File: src/rtl/response_resolver_if.sv
// ============================================================================
// Module   : response_resolver_if
// Brief    : Tag input / indexed-readout handshake bundle for response_resolver
// Revision : 1.0 - initial release
// ============================================================================
`default_nettype none

interface response_resolver_if #(
    parameter int N     = 100,
    parameter int IDX_W = $clog2(N),
    parameter int CNT_W = $clog2(N + 1)
);
    logic [N-1:0]     tags;
    logic             start;
    logic             abort;
    logic             out_ready;
    logic             out_valid;
    logic [IDX_W-1:0] out_index;
    logic             out_last;
    logic             some;
    logic [CNT_W-1:0] count;
    logic             busy;
    logic             done;

    // Master: the tag register / readout controller side.
    modport master (
        output tags, start, abort, out_ready,
        input  out_valid, out_index, out_last, some, count, busy, done
    );

    // Slave: the resolver itself.
    modport slave (
        input  tags, start, abort, out_ready,
        output out_valid, out_index, out_last, some, count, busy, done
    );
endinterface

`default_nettype wire

File: src/rtl/response_resolver.sv
// ============================================================================
// Module   : response_resolver
// Brief    : Multiple-response resolver; emits tagged word indices lowest-first
// Revision : 1.0 - initial release
// ============================================================================
`default_nettype none

module response_resolver #(
    parameter int N     = 100,
    parameter int IDX_W = $clog2(N),
    parameter int CNT_W = $clog2(N + 1)
) (
    input  logic                CLK,
    input  logic                RST,
    response_resolver_if.slave  bus
);

    localparam logic [N-1:0] c_one = {{(N-1){1'b0}}, 1'b1};

    typedef enum logic [1:0] {
        S_IDLE = 2'd0,
        S_SCAN = 2'd1,
        S_DONE = 2'd2
    } state_t;

    state_t           r_state;
    logic [N-1:0]     r_pending;
    logic             r_out_valid;
    logic [IDX_W-1:0] r_out_index;
    logic             r_out_last;
    logic             r_some;
    logic [CNT_W-1:0] r_count;
    logic             r_done;

    logic [N-1:0]     w_enc_in;
    logic [IDX_W-1:0] w_low_idx;
    logic             w_enc_any;
    logic             w_enc_last;
    logic [CNT_W-1:0] w_popcnt;
    logic             w_accept;

    // One shared encoder: in IDLE it looks at the incoming tags, in SCAN at
    // the pending set with its lowest bit (the index on display) removed.
    // out_index is always the lowest set bit, so x & (x-1) drops exactly it.
    always_comb begin
        w_enc_in = (r_state == S_IDLE) ? bus.tags : (r_pending & (r_pending - c_one));
    end

    always_comb begin
        w_low_idx = '0;
        for (int i = N - 1; i >= 0; i--) begin
            if (w_enc_in[i]) begin
                w_low_idx = IDX_W'(i);
            end
        end
    end

    always_comb begin
        w_enc_any  = |w_enc_in;
        w_enc_last = w_enc_any && ((w_enc_in & (w_enc_in - c_one)) == '0);
    end

    always_comb begin
        w_popcnt = '0;
        for (int i = 0; i < N; i++) begin
            w_popcnt = w_popcnt + CNT_W'(bus.tags[i]);
        end
    end

    always_comb begin
        w_accept = r_out_valid & bus.out_ready;
    end

    always_ff @(posedge CLK) begin
        if (RST) begin
            r_state     <= S_IDLE;
            r_pending   <= '0;
            r_out_valid <= 1'b0;
            r_out_index <= '0;
            r_out_last  <= 1'b0;
            r_some      <= 1'b0;
            r_count     <= '0;
            r_done      <= 1'b0;
        end else begin
            r_done <= 1'b0;
            case (r_state)
                S_IDLE: begin
                    if (bus.start && !bus.abort) begin
                        r_pending   <= bus.tags;
                        r_count     <= w_popcnt;
                        r_some      <= w_enc_any;
                        r_out_valid <= w_enc_any;
                        r_out_index <= w_low_idx;
                        r_out_last  <= w_enc_last;
                        r_state     <= w_enc_any ? S_SCAN : S_DONE;
                    end
                end
                S_SCAN: begin
                    // abort overrides a handshake landing in the same cycle
                    if (bus.abort) begin
                        r_pending   <= '0;
                        r_out_valid <= 1'b0;
                        r_out_last  <= 1'b0;
                        r_state     <= S_IDLE;
                    end else if (w_accept) begin
                        r_pending   <= w_enc_in;
                        r_out_valid <= w_enc_any;
                        r_out_index <= w_low_idx;
                        r_out_last  <= w_enc_last;
                        if (!w_enc_any) begin
                            r_state <= S_DONE;
                        end
                    end
                end
                S_DONE: begin
                    r_pending   <= '0;
                    r_out_valid <= 1'b0;
                    r_out_last  <= 1'b0;
                    r_done      <= !bus.abort;
                    r_state     <= S_IDLE;
                end
                default: begin
                    r_state <= S_IDLE;
                end
            endcase
        end
    end

    assign bus.out_valid = r_out_valid;
    assign bus.out_index = r_out_index;
    assign bus.out_last  = r_out_last;
    assign bus.some      = r_some;
    assign bus.count     = r_count;
    assign bus.done      = r_done;
    assign bus.busy      = (r_state != S_IDLE);

endmodule

`default_nettype wire

File: src/flat_wrapper.sv
// flat-port wrapper written by rule: the top's interface ports become plain ports
module response_resolver_flat 
#(
    parameter int N     = 100,
    parameter int IDX_W = $clog2(N),
    parameter int CNT_W = $clog2(N + 1)
)
  (CLK, RST, bus_tags, bus_start, bus_abort, bus_out_ready, bus_out_valid, bus_out_index, bus_out_last, bus_some, bus_count, bus_busy, bus_done);
  response_resolver_if #(.N(N), .IDX_W(IDX_W), .CNT_W(CNT_W)) bus_i ();
  input  logic CLK;
  input  logic RST;
  input wire logic [$bits(bus_i.tags)-1:0] bus_tags;
  input wire logic [$bits(bus_i.start)-1:0] bus_start;
  input wire logic [$bits(bus_i.abort)-1:0] bus_abort;
  input wire logic [$bits(bus_i.out_ready)-1:0] bus_out_ready;
  output wire logic [$bits(bus_i.out_valid)-1:0] bus_out_valid;
  output wire logic [$bits(bus_i.out_index)-1:0] bus_out_index;
  output wire logic [$bits(bus_i.out_last)-1:0] bus_out_last;
  output wire logic [$bits(bus_i.some)-1:0] bus_some;
  output wire logic [$bits(bus_i.count)-1:0] bus_count;
  output wire logic [$bits(bus_i.busy)-1:0] bus_busy;
  output wire logic [$bits(bus_i.done)-1:0] bus_done;
  assign bus_i.tags = bus_tags;
  assign bus_i.start = bus_start;
  assign bus_i.abort = bus_abort;
  assign bus_i.out_ready = bus_out_ready;
  assign bus_out_valid = bus_i.out_valid;
  assign bus_out_index = bus_i.out_index;
  assign bus_out_last = bus_i.out_last;
  assign bus_some = bus_i.some;
  assign bus_count = bus_i.count;
  assign bus_busy = bus_i.busy;
  assign bus_done = bus_i.done;
  response_resolver #(.N(N), .IDX_W(IDX_W), .CNT_W(CNT_W)) u_core (.CLK(CLK), .RST(RST), .bus(bus_i));
endmodule
File: config.mk
export PLATFORM = sky130hd
export DESIGN_NAME = response_resolver_flat
export DESIGN_NICKNAME = d
export VERILOG_FILES = /design/src/rtl/response_resolver_if.sv /design/src/rtl/response_resolver.sv /design/src/flat_wrapper.sv
export SDC_FILE = /design/constraint.sdc
export NUM_CORES = 1
export LEC_CHECK = 0
export CAP_MARGIN = 25
export CELL_PAD_IN_SITES_DETAIL_PLACEMENT = 0
export CELL_PAD_IN_SITES_GLOBAL_PLACEMENT = 2
export CORE_MARGIN = 5
export CORE_UTILIZATION = 35
export DETAILED_ROUTE_END_ITERATION = 8
export PLACE_DENSITY = 0.91
export SYNTH_ARGS = -nofsm -noshare
export SYNTH_HDL_FRONTEND = slang
export SYNTH_SLANG_ARGS = --single-unit
File: constraint.sdc
create_clock -name CLK -period 9.6 [get_ports CLK]
set_clock_uncertainty 0.15 [all_clocks]
set_input_delay 1.44 -clock CLK [delete_from_list [all_inputs] [get_ports CLK]]
set_output_delay 1.44 -clock CLK [all_outputs]
set_load 0.01 [all_outputs]
==> impl_metrics.tcl, run 1 <==
set metrics [dict create \
    synthTopCellsByArea "dfxtp_1 (18%), fa_1 (13%), nor2_1 (6.3%)" \
    ys_seq_area_share_pct 17.9 \
    drt-initial-drc-count 1778 \
    cts.sinks 120 \
    clkPwrFrac_pct 11.0 \
    rr_worst_depth 12 \
    startpoint_type "primary input" \
    drive_gt1_share_pct 6.02 \
    setup.worst_path.end_class "flop" \
    fmaxAchievable_mhz 117 \
    outcome "finished, final reports clean" \
    htree_levels 4 \
    synthCells 1813 \
    crit_buf_inv 7 \
    vdd_ir_drop_max_mv 1.22 \
    crit_path_max_incr_delay_ps 560 \
    ctsResizeCount 0 \
    regToRegSetupSlack_ps 2860 \
    dp_slack_ps 608 \
    syn_to_final_growth_pct 16.7 \
    grt_remaining_overflow 0 \
    switching_share_pct 49.7 \
    n_antenna_cell 0 \
    synthSimpleGateAreaFrac_pct 26.5 \
    min_path_type "reg2reg" \
    cap_viol_max_count 0 \
    drc 0 \
    io_pins 124 \
    stdcell_count 2388 \
    cts_made_buffers 17 \
    synth_edf_count 0 \
    dieArea_um2 42300 \
    layout_common_cells "nor2_1 (223), inv_1 (169), nand2_1 (139)" \
    slew_viol_final 0 \
    crit_end "u_core.bus.count[6]$_SDFFE_PP0P_" \
    power.leakage_uw 0.00589 \
    syn_area_um2 13400 \
    mostFrequentLayoutCell "nor2_1" \
    worst_slack_ps 1070 \
    placed_cells 2355 \
    die_width_um 206 \
    hold_viol_final 0 \
    fin_total_pwr_uw 6560 \
    crit_fanout 4 \
    synth_xor_area_share_pct 0.326 \
    synthArstFlopShare_pct 0 \
    startpoint "bus_tags[78]" \
    grt_pass1_vias 14103 \
    synth_seq_cells 120 \
    synth_cell_types 91 \
    vias 15116 \
    sequentialPowerShare_pct 9.2 \
    slew_headroom_pct 22.5 \
    avgRoutedWirePerCell_um 24.5 \
    yosysTopAreaCell "dfxtp_1" \
    hpwl_um 44400 \
    postRouteAntennaNets 0 \
    p_sw_uw 3260 \
    p_int_uw 3300 \
    clk_pin_slew_ps 70 \
    muxShareOfSynthArea_pct 2.01 \
    coreArea_um2 37800 \
    nFillCells 3928 \
    synthAdderAreaFrac_pct 15.5 \
    nets 2080 \
    cpMostUsedCell "fa_1" \
    insertion_delay_ps 460 \
    cts_root_buf "clkbuf_16" \
    p_comb_share_pct 79.7 \
    wirelength_um 58400 \
    grt_usage_pct 27.1 \
    post-cts-setup-buffers 0 \
    rsz0062_at_grt "no" \
    r2r_start "u_core.r_pending[0]$_SDFFE_PP0P_" \
    fin_crit_ps 8530 \
    chipHeight_um 206 \
    hold_slack_ps 308 \
    yosys.area.top_type_share_pct 17.9 \
    tightestPinTransition_ps 1160 \
    start_util_pct 35.5 \
    viasPerCell 6.33 \
    rows 71 \
    synth_top_family_by_area "compound AO/OA/AOI/OAI gates" \
    grt_start_max_net_pins 82 \
    crit_family "adder cells" \
    syn-num-nets 2029 \
    cpMaxStageDelayCell "fa_1" \
    grt_pass1_wl_um 88600 \
    antenna_found_initial 0 \
    cp.required_ps 9840 \
    post-route-period-util_pct 88.9 \
    synth_top_flop_cell "dfxtp_1" \
    ys_warn_count 0 \
    r2r-end "u_core.bus.out_last$_SDFFE_PP0P_" \
    synth-compound-area-share_pct 29.7 \
    port_buffers 123 \
    p_per_area_nw_per_um2 419 \
    gp_congestion 0.981 \
    hold_buffers 0 \
    cts_tree "yes" \
    worst-endpoint-arrival_ps 8770 \
    max-clock-path-buffers 2 \
    crit_type "in2reg" \
    setup_viol 0 \
    syn_area_per_cell_um2 7.40 \
    fin_tns_setup_ps 0 \
    firstDrtPassIters 7 \
    cp.depth 25 \
]
-- logic make-up (layout without fill, tap and decap cells) --
kind of cell,Yosys count,in the layout
buffers and inverters,283,347
adders and majority gates,114,114
and+or+nand+nor,708,708
DFF,120,120
muxes,26,26
AOI/OAI and AO/OA,557,557
xor gates and xnor gates,5,5
-- per-layer routing --
layer,vias up,GRT usage (%),part of all wire [%]
li1,6858,-,-
met1,7345,40.3,44
met2,831,40.7,43
met3,82,4.54,9.7
met4,0,6.89,2.4
met5,-,0,0
-- worst min-delay path: stages (launching register included) --
cell     delay [ps]
dfxtp_1         310
nand2_1          50
a21oi_1          50
-- power by group through the flow --
stage	clock, uW	sequential [uW]	combinational [uW]
finish	724	604	5230
CTS	735	602	5220
detailed placement	0	612	5120
global placement	0	611	5110
floorplan	0	596	3870
global route	756	610	5840
-- stage by stage --
| step | util [%] | instance area [um^2] |
|---|---|---|
| after floorplan | - | 13400 |
| after global placement | 39.8 | 15000 |
| after detailed placement | 39.8 | 15000 |
| after CTS | 41.4 | 15600 |
| after global routing | 41.5 | 15700 |
| final | 41.5 | 15700 |
-- cell type report --
class | instances | area (um^2) | area share (%)
Multi-Input combinational cell | 1410 | 9950 | 63.6
Sequential cell | 120 | 2400 | 15.3
Timing Repair Buffer | 144 | 1390 | 8.86
Inverter | 171 | 642 | 4.10
Tap cell | 511 | 639 | 4.09
Clock buffer | 18 | 429 | 2.74
Clock inverter | 14 | 200 | 1.28
-- state kept, by name (all words and copies together) (netlist names) --
register	count
u_core.bus.out_last	1
u_core.bus.out_valid	1
u_core.bus.count	7
u_core.bus.out_index	7
u_core.r_state	2
u_core.r_pending	100
u_core.bus.done	1
u_core.bus.some	1
-- cell usage after synthesis (all sizes together), types with 19 or more instances --
library cell	instances
nor4	37
nor3	107
nand2	139
or3	25
a211oi	36
a221oi	72
a21oi	87
o21ai	120
clkbuf	92
nand3	40
a31oi	27
fa	88
buf	20
mux2i	19
nor2	224
dfxtp	120
ha	23
inv	171
o221ai	21
nand4	28
-- how the worst min path moves through the flow --
stage / cells past startpoint / to / from
floorplan: 2 / u_core.r_pending[46]$_SDFFE_PP0P_ / u_core.r_pending[46]$_SDFFE_PP0P_
global placement: 2 / u_core.bus.count[5]$_SDFFE_PP0P_ / u_core.bus.count[5]$_SDFFE_PP0P_
detailed placement: 2 / u_core.bus.count[5]$_SDFFE_PP0P_ / u_core.bus.count[5]$_SDFFE_PP0P_
CTS: 2 / u_core.bus.count[3]$_SDFFE_PP0P_ / u_core.bus.count[3]$_SDFFE_PP0P_
global route: 2 / u_core.bus.count[1]$_SDFFE_PP0P_ / u_core.bus.count[1]$_SDFFE_PP0P_
finish: 2 / u_core.bus.count[3]$_SDFFE_PP0P_ / u_core.bus.count[3]$_SDFFE_PP0P_
Note: power is estimated with default switching activity, not from simulation.
==> run 2: changes to the inputs <==
--- a/config.mk
+++ b/config.mk
@@ -8,7 +8,7 @@
 export CAP_MARGIN = 25
 export CELL_PAD_IN_SITES_DETAIL_PLACEMENT = 0
 export CELL_PAD_IN_SITES_GLOBAL_PLACEMENT = 2
-export CORE_MARGIN = 5
+export CORE_MARGIN = 2
 export CORE_UTILIZATION = 35
 export DETAILED_ROUTE_END_ITERATION = 8
 export PLACE_DENSITY = 0.91
==> run 2 against run 1 <==
Effect of this change: critical path depth unchanged; worst hold slack got worse by 2.7 ps; sequential power is essentially flat; cell count grew 0.13%; first-iteration DRC count increased by 9.8%; cell area shrank 0.12%; die area shrank 5.7%; power down 0.84%; critical endpoint unchanged; highest routed layer unchanged.
==> impl_metrics.tcl, run 2 (synthesis results as in run 1) <==
set metrics [dict create \
    crit_buf_inv 7 \
    postRouteAntennaNets 0 \
    grt_remaining_overflow 0 \
    met1_usage_pct 42.0 \
    fin_tns_setup_ps 0 \
    rows 71 \
    worst-endpoint-arrival_ps 8840 \
    p_sw_uw 3300 \
    avgRoutedWirePerCell_um 24.3 \
    largest-register "u_core.r_pending" \
    io_pins 124 \
    viasPerCell 6.30 \
    setup_viol 0 \
    cts_tree "yes" \
    chipHeight_um 200 \
    grt_usage_pct 29.4 \
    busiest_layer "met2" \
    nFillCells 3951 \
    hpwl_um 44200 \
    grt_start_max_net_pins 80 \
    layout_common_cells "nor2_1 (223), inv_1 (169), nand2_1 (139)" \
    grt_use_met2_pct 44.1 \
    fin_crit_ps 8600 \
    post-cts-setup-buffers 0 \
    mostFrequentLayoutCell "nor2_1" \
    clkPwrFrac_pct 10.1 \
    slew_viol_final 0 \
    utilization_pct 41.5 \
    syn_to_final_growth_pct 16.5 \
    htree_levels 4 \
    setup.worst_path.end_class "flop" \
    cts_made_buffers 17 \
    slew_headroom_pct 22.6 \
    grt_pass1_vias 14112 \
    p_per_area_nw_per_um2 416 \
    clk_pin_slew_ps 70 \
    outcome "finished, final reports clean" \
    use_met3_pct 6.37 \
    drive_gt1_share_pct 6.22 \
    cp.required_ps 9830 \
    dieArea_um2 39900 \
    antenna_found_initial 0 \
    crit_path_max_incr_delay_ps 560 \
    nets 2083 \
    crit_family "adder cells" \
    firstDrtPassIters 8 \
    crit_type "in2reg" \
    power.leakage_uw 0.00588 \
    hold_buffers 0 \
    ctsResizeCount 0 \
    tightestPinTransition_ps 1160 \
    grt_pass1_wl_um 88200 \
    multi_input_area_um2 9950 \
    cts_root_buf "clkbuf_16" \
    max-clock-path-buffers 2 \
    die_width_um 200 \
    placed_cells 2359 \
    insertion_delay_ps 460 \
    start_util_pct 35.6 \
    drc 0 \
    port_buffers 123 \
    switching_share_pct 50.8 \
    cpMaxStageDelayCell "fa_1" \
    vias 15057 \
    cts.sinks 120 \
    cpMostUsedCell "fa_1" \
    vdd_ir_drop_max_mv 1.68 \
    stdcell_count 2391 \
    largest_reg_flops 100 \
    crit_fanout 4 \
    min_path_type "reg2reg" \
    fmaxAchievable_mhz 116 \
    drt-initial-drc-count 1952 \
    n_antenna_cell 0 \
    regArea_um2 2400 \
    sequentialPowerShare_pct 9.3 \
    rsz0062_at_grt "no" \
    wirelength_um 58100 \
    p_comb_share_pct 80.6 \
    coreArea_um2 37700 \
    cap_viol_max_count 0 \
    hold_viol_final 0 \
    p_int_uw 3200 \
    post-route-period-util_pct 89.6 \
    startpoint_type "primary input" \
    gp_congestion 0.954 \
]
## run 2: cell count changes in the layout (fill, tap and decap cells not counted), sizes merged
cell,before,now
clkinv,6,3
clkinvlp,3,5
buf,22,25
inv,172,177
clkbuf,18,17
bufinv,4,1
## run 2: worst min-delay path: stages, from the launching register on
cell and delay (ps):
dfxtp_1 310, nand2_1 50, a21oi_1 50
## run 2: power groups by stage
stage	logic, uW	clock network, uW	registers, uW
2_1_floorplan	3870	0	596
3_3_place_gp	5100	0	611
3_5_place_dp	5140	0	612
4_1_cts	5240	668	601
5_1_grt	5750	687	609
6_report	5240	658	603
## run 2: path summary, 6_finish.rpt
kind	startpoint	end	slack (ps)	cells past startpoint
max reg2reg	u_core.r_pending[0]$_SDFFE_PP0P_	u_core.bus.out_last$_SDFFE_PP0P_	3070	13
min	u_core.bus.count[0]$_SDFFE_PP0P_	u_core.bus.count[0]$_SDFFE_PP0P_	310	2
min reg2reg	u_core.bus.count[0]$_SDFFE_PP0P_	u_core.bus.count[0]$_SDFFE_PP0P_	310	2
max	bus_tags[78]	u_core.bus.count[6]$_SDFFE_PP0P_	1000	25
## run 2: routing by layer
| layer | up-vias | part of all wire [%] |
|---|---|---|
| met4 | 0 | 2.7 |
| met2 | 786 | 43 |
| met3 | 86 | 9.7 |
| met5 | - | 0 |
| met1 | 7307 | 44 |
| li1 | 6878 | - |
## run 2: per-stage QoR
| stage | hold WS (ps) | setup WS (ps) | total power (uW) | cell area, um^2 |
|---|---|---|---|---|
| 6_report | 306 | 999 | 6500 | 15600 |
| 5_1_grt | 335 | 707 | 7050 | 15600 |
| 4_1_cts | 309 | 1010 | 6500 | 15600 |
| 3_5_place_dp | 301 | 542 | 5750 | 15100 |
| 3_3_place_gp | 293 | 666 | 5710 | 15000 |
| 2_1_floorplan | 316 | 1600 | 4470 | 13400 |
## run 2: layout make-up
| type | count | share of cell area (%) |
|---|---|---|
| multi-input cells | 1410 | 63.7 |
| flip-flops and latches | 120 | 15.4 |
| repair buffers | 147 | 9.14 |
| inverters | 171 | 4.11 |
| well taps | 511 | 4.09 |
| clock buffers | 17 | 2.72 |
| clock inverters | 15 | 0.912 |
==> run 3: changes to the inputs <==
==> constraint.sdc (replaced) <==
create_clock -name CLK -period 9.6 [get_ports CLK]
set_clock_uncertainty 0.15 [all_clocks]
set_input_delay 2.4 -clock CLK [delete_from_list [all_inputs] [get_ports CLK]]
set_output_delay 2.4 -clock CLK [all_outputs]
set_load 0.01 [all_outputs]
==> run 3 against run 2 <==
Effect of this change: clock power up 3.6%; combinational power up 7.6%; sequential share of layout area down 0.37 points; global-route usage down 0.29 points; flip-flop and latch count unchanged; cell area up 2.5%; worst setup slack worse by 690 ps; sequential power about the same; cell count up 2.0%; power up 6.6%.
==> impl_metrics.tcl, run 3 (synthesis results as in run 1) <==
set metrics [dict create \
    outcome "finished, final reports clean" \
    use_met3_pct 7.14 \
    p_comb_share_pct 81.5 \
    rsz0062_at_grt "no" \
    crit_type "in2reg" \
    cap_viol_max_count 0 \
    post-route-period-util_pct 96.8 \
    vias 15347 \
    vdd_ir_drop_max_mv 1.28 \
    p_per_area_nw_per_um2 433 \
    cts.sinks 120 \
    htree_levels 4 \
    hold_viol_final 0 \
    post-cts-setup-buffers 0 \
    grt_usage_pct 29.1 \
    busiest_layer "met2" \
    fmaxAchievable_mhz 108 \
    sequentialPowerShare_pct 8.7 \
    drc 0 \
    insertion_delay_ps 460 \
    coreArea_um2 37700 \
    nFillCells 3948 \
    placed_cells 2410 \
    avgRoutedWirePerCell_um 23.8 \
    slew_headroom_pct 26.3 \
    setup.worst_path.end_class "flop" \
    crit_path_max_incr_delay_ps 550 \
    rows 71 \
    port_buffers 123 \
    max-clock-path-buffers 2 \
    power.leakage_uw 0.00615 \
    startpoint_type "primary input" \
    gp_congestion 1.01 \
    viasPerCell 6.29 \
    ctsResizeCount 0 \
    p_int_uw 3560 \
    largest-register "u_core.r_pending" \
    min_path_type "reg2reg" \
    crit_fanout 2 \
    regArea_um2 2400 \
    worst-endpoint-arrival_ps 9520 \
    clk_pin_slew_ps 60 \
    cts_made_buffers 17 \
    slew_viol_final 0 \
    p_sw_uw 3370 \
    clkPwrFrac_pct 9.8 \
    hpwl_um 44000 \
    dieArea_um2 39900 \
    cp.required_ps 9830 \
    hold_buffers 0 \
    start_util_pct 35.6 \
    wirelength_um 58100 \
    fin_crit_ps 9290 \
    layout_common_cells "nor2_1 (223), inv_1 (169), nand2_1 (139)" \
    placedInstanceArea_um2 15400 \
    cts_tree "yes" \
    met1_usage_pct 40.6 \
    crit_family "adder cells" \
    stdcell_count 2440 \
    switching_share_pct 48.7 \
    tightestPinTransition_ps 1090 \
    grt_pass1_vias 14215 \
    multi_input_area_um2 9960 \
    firstDrtPassIters 6 \
    drive_gt1_share_pct 8.71 \
    utilization_pct 42.5 \
    grt_use_met2_pct 43.7 \
    cts_root_buf "clkbuf_16" \
    io_pins 124 \
    largest_reg_flops 100 \
    syn_to_final_growth_pct 19.4 \
    cpMostUsedCell "fa_1" \
    cpMaxStageDelayCell "fa_1" \
    nets 2134 \
    drt-initial-drc-count 1960 \
    grt_pass1_wl_um 87300 \
    n_antenna_cell 0 \
    antenna_found_initial 0 \
    crit_buf_inv 7 \
    setup_viol 0 \
    grt_start_max_net_pins 81 \
    postRouteAntennaNets 0 \
    final_area_um2 16000 \
    grt_remaining_overflow 0 \
    chipHeight_um 200 \
    die_width_um 200 \
    mostFrequentLayoutCell "nor2_1" \
]
[run 3: cell types whose count changed in the layout (fill, tap and decap cells not counted), moves of 2 or more]
cell / change
a21oi_1: -2
bufinv_16: +2
clkinv_4: -2
clkinvlp_4: -4
clkinv_2: +5
clkbuf_8: +2
buf_4: +52
inv_6: -6
a21oi_2: +2
[run 3: worst paths after layout]
check,start,to,slack [ps],cells past startpoint
worst max-delay path,bus_tags[78],u_core.bus.count[6]$_SDFFE_PP0P_,310,25
worst min-delay path,u_core.bus.count[3]$_SDFFE_PP0P_,u_core.bus.count[3]$_SDFFE_PP0P_,320,2
worst max register to register,u_core.r_pending[0]$_SDFFE_PP0P_,u_core.bus.out_last$_SDFFE_PP0P_,3220,12
worst min register to register,u_core.bus.count[3]$_SDFFE_PP0P_,u_core.bus.count[3]$_SDFFE_PP0P_,320,2
[run 3: final cells by class]
cell class                 count  share of cell area, %
multi-input combinational   1410                   62.2
inverter                     171                   4.01
clock buffer                  20                   2.85
clock inverter                10                  0.797
timing repair buffer         198                   11.2
sequential                   120                   15.0
tap                          511                   3.99
[run 3: power by group through the flow]
stage / Combinational [uW] / Clock (uW) / Sequential (uW)
final: 5640 / 682 / 604
after global routing: 6280 / 704 / 610
after CTS: 5450 / 685 / 602
after detailed placement: 5310 / 0 / 612
after global placement: 5310 / 0 / 610
after floorplan: 3870 / 0 / 596
[run 3: worst min-delay path, stage by stage, from the launching register on]
cell,delay (ps)
dfxtp_1,310
nand2_1,50
a21oi_1,50
[run 3: metrics by stage]
stage                     total power (uW)  hold WS [ps]  TNS, ps  setup WS, ps
after floorplan                       4470           316        0           639
after global placement                5920           297     -193          -177
after detailed placement              5920           298     -250          -190
after CTS                             6730           315        0           172
after global routing                  7590           351        0          63.6
final                                 6930           317        0           310
[run 3: metal layers]
| layer | up-vias | share of wire (%) |
|---|---|---|
| li1 | 6976 | - |
| met1 | 7399 | 43 |
| met2 | 869 | 43 |
| met3 | 103 | 11 |
| met4 | 0 | 3.1 |
| met5 | - | 0 |
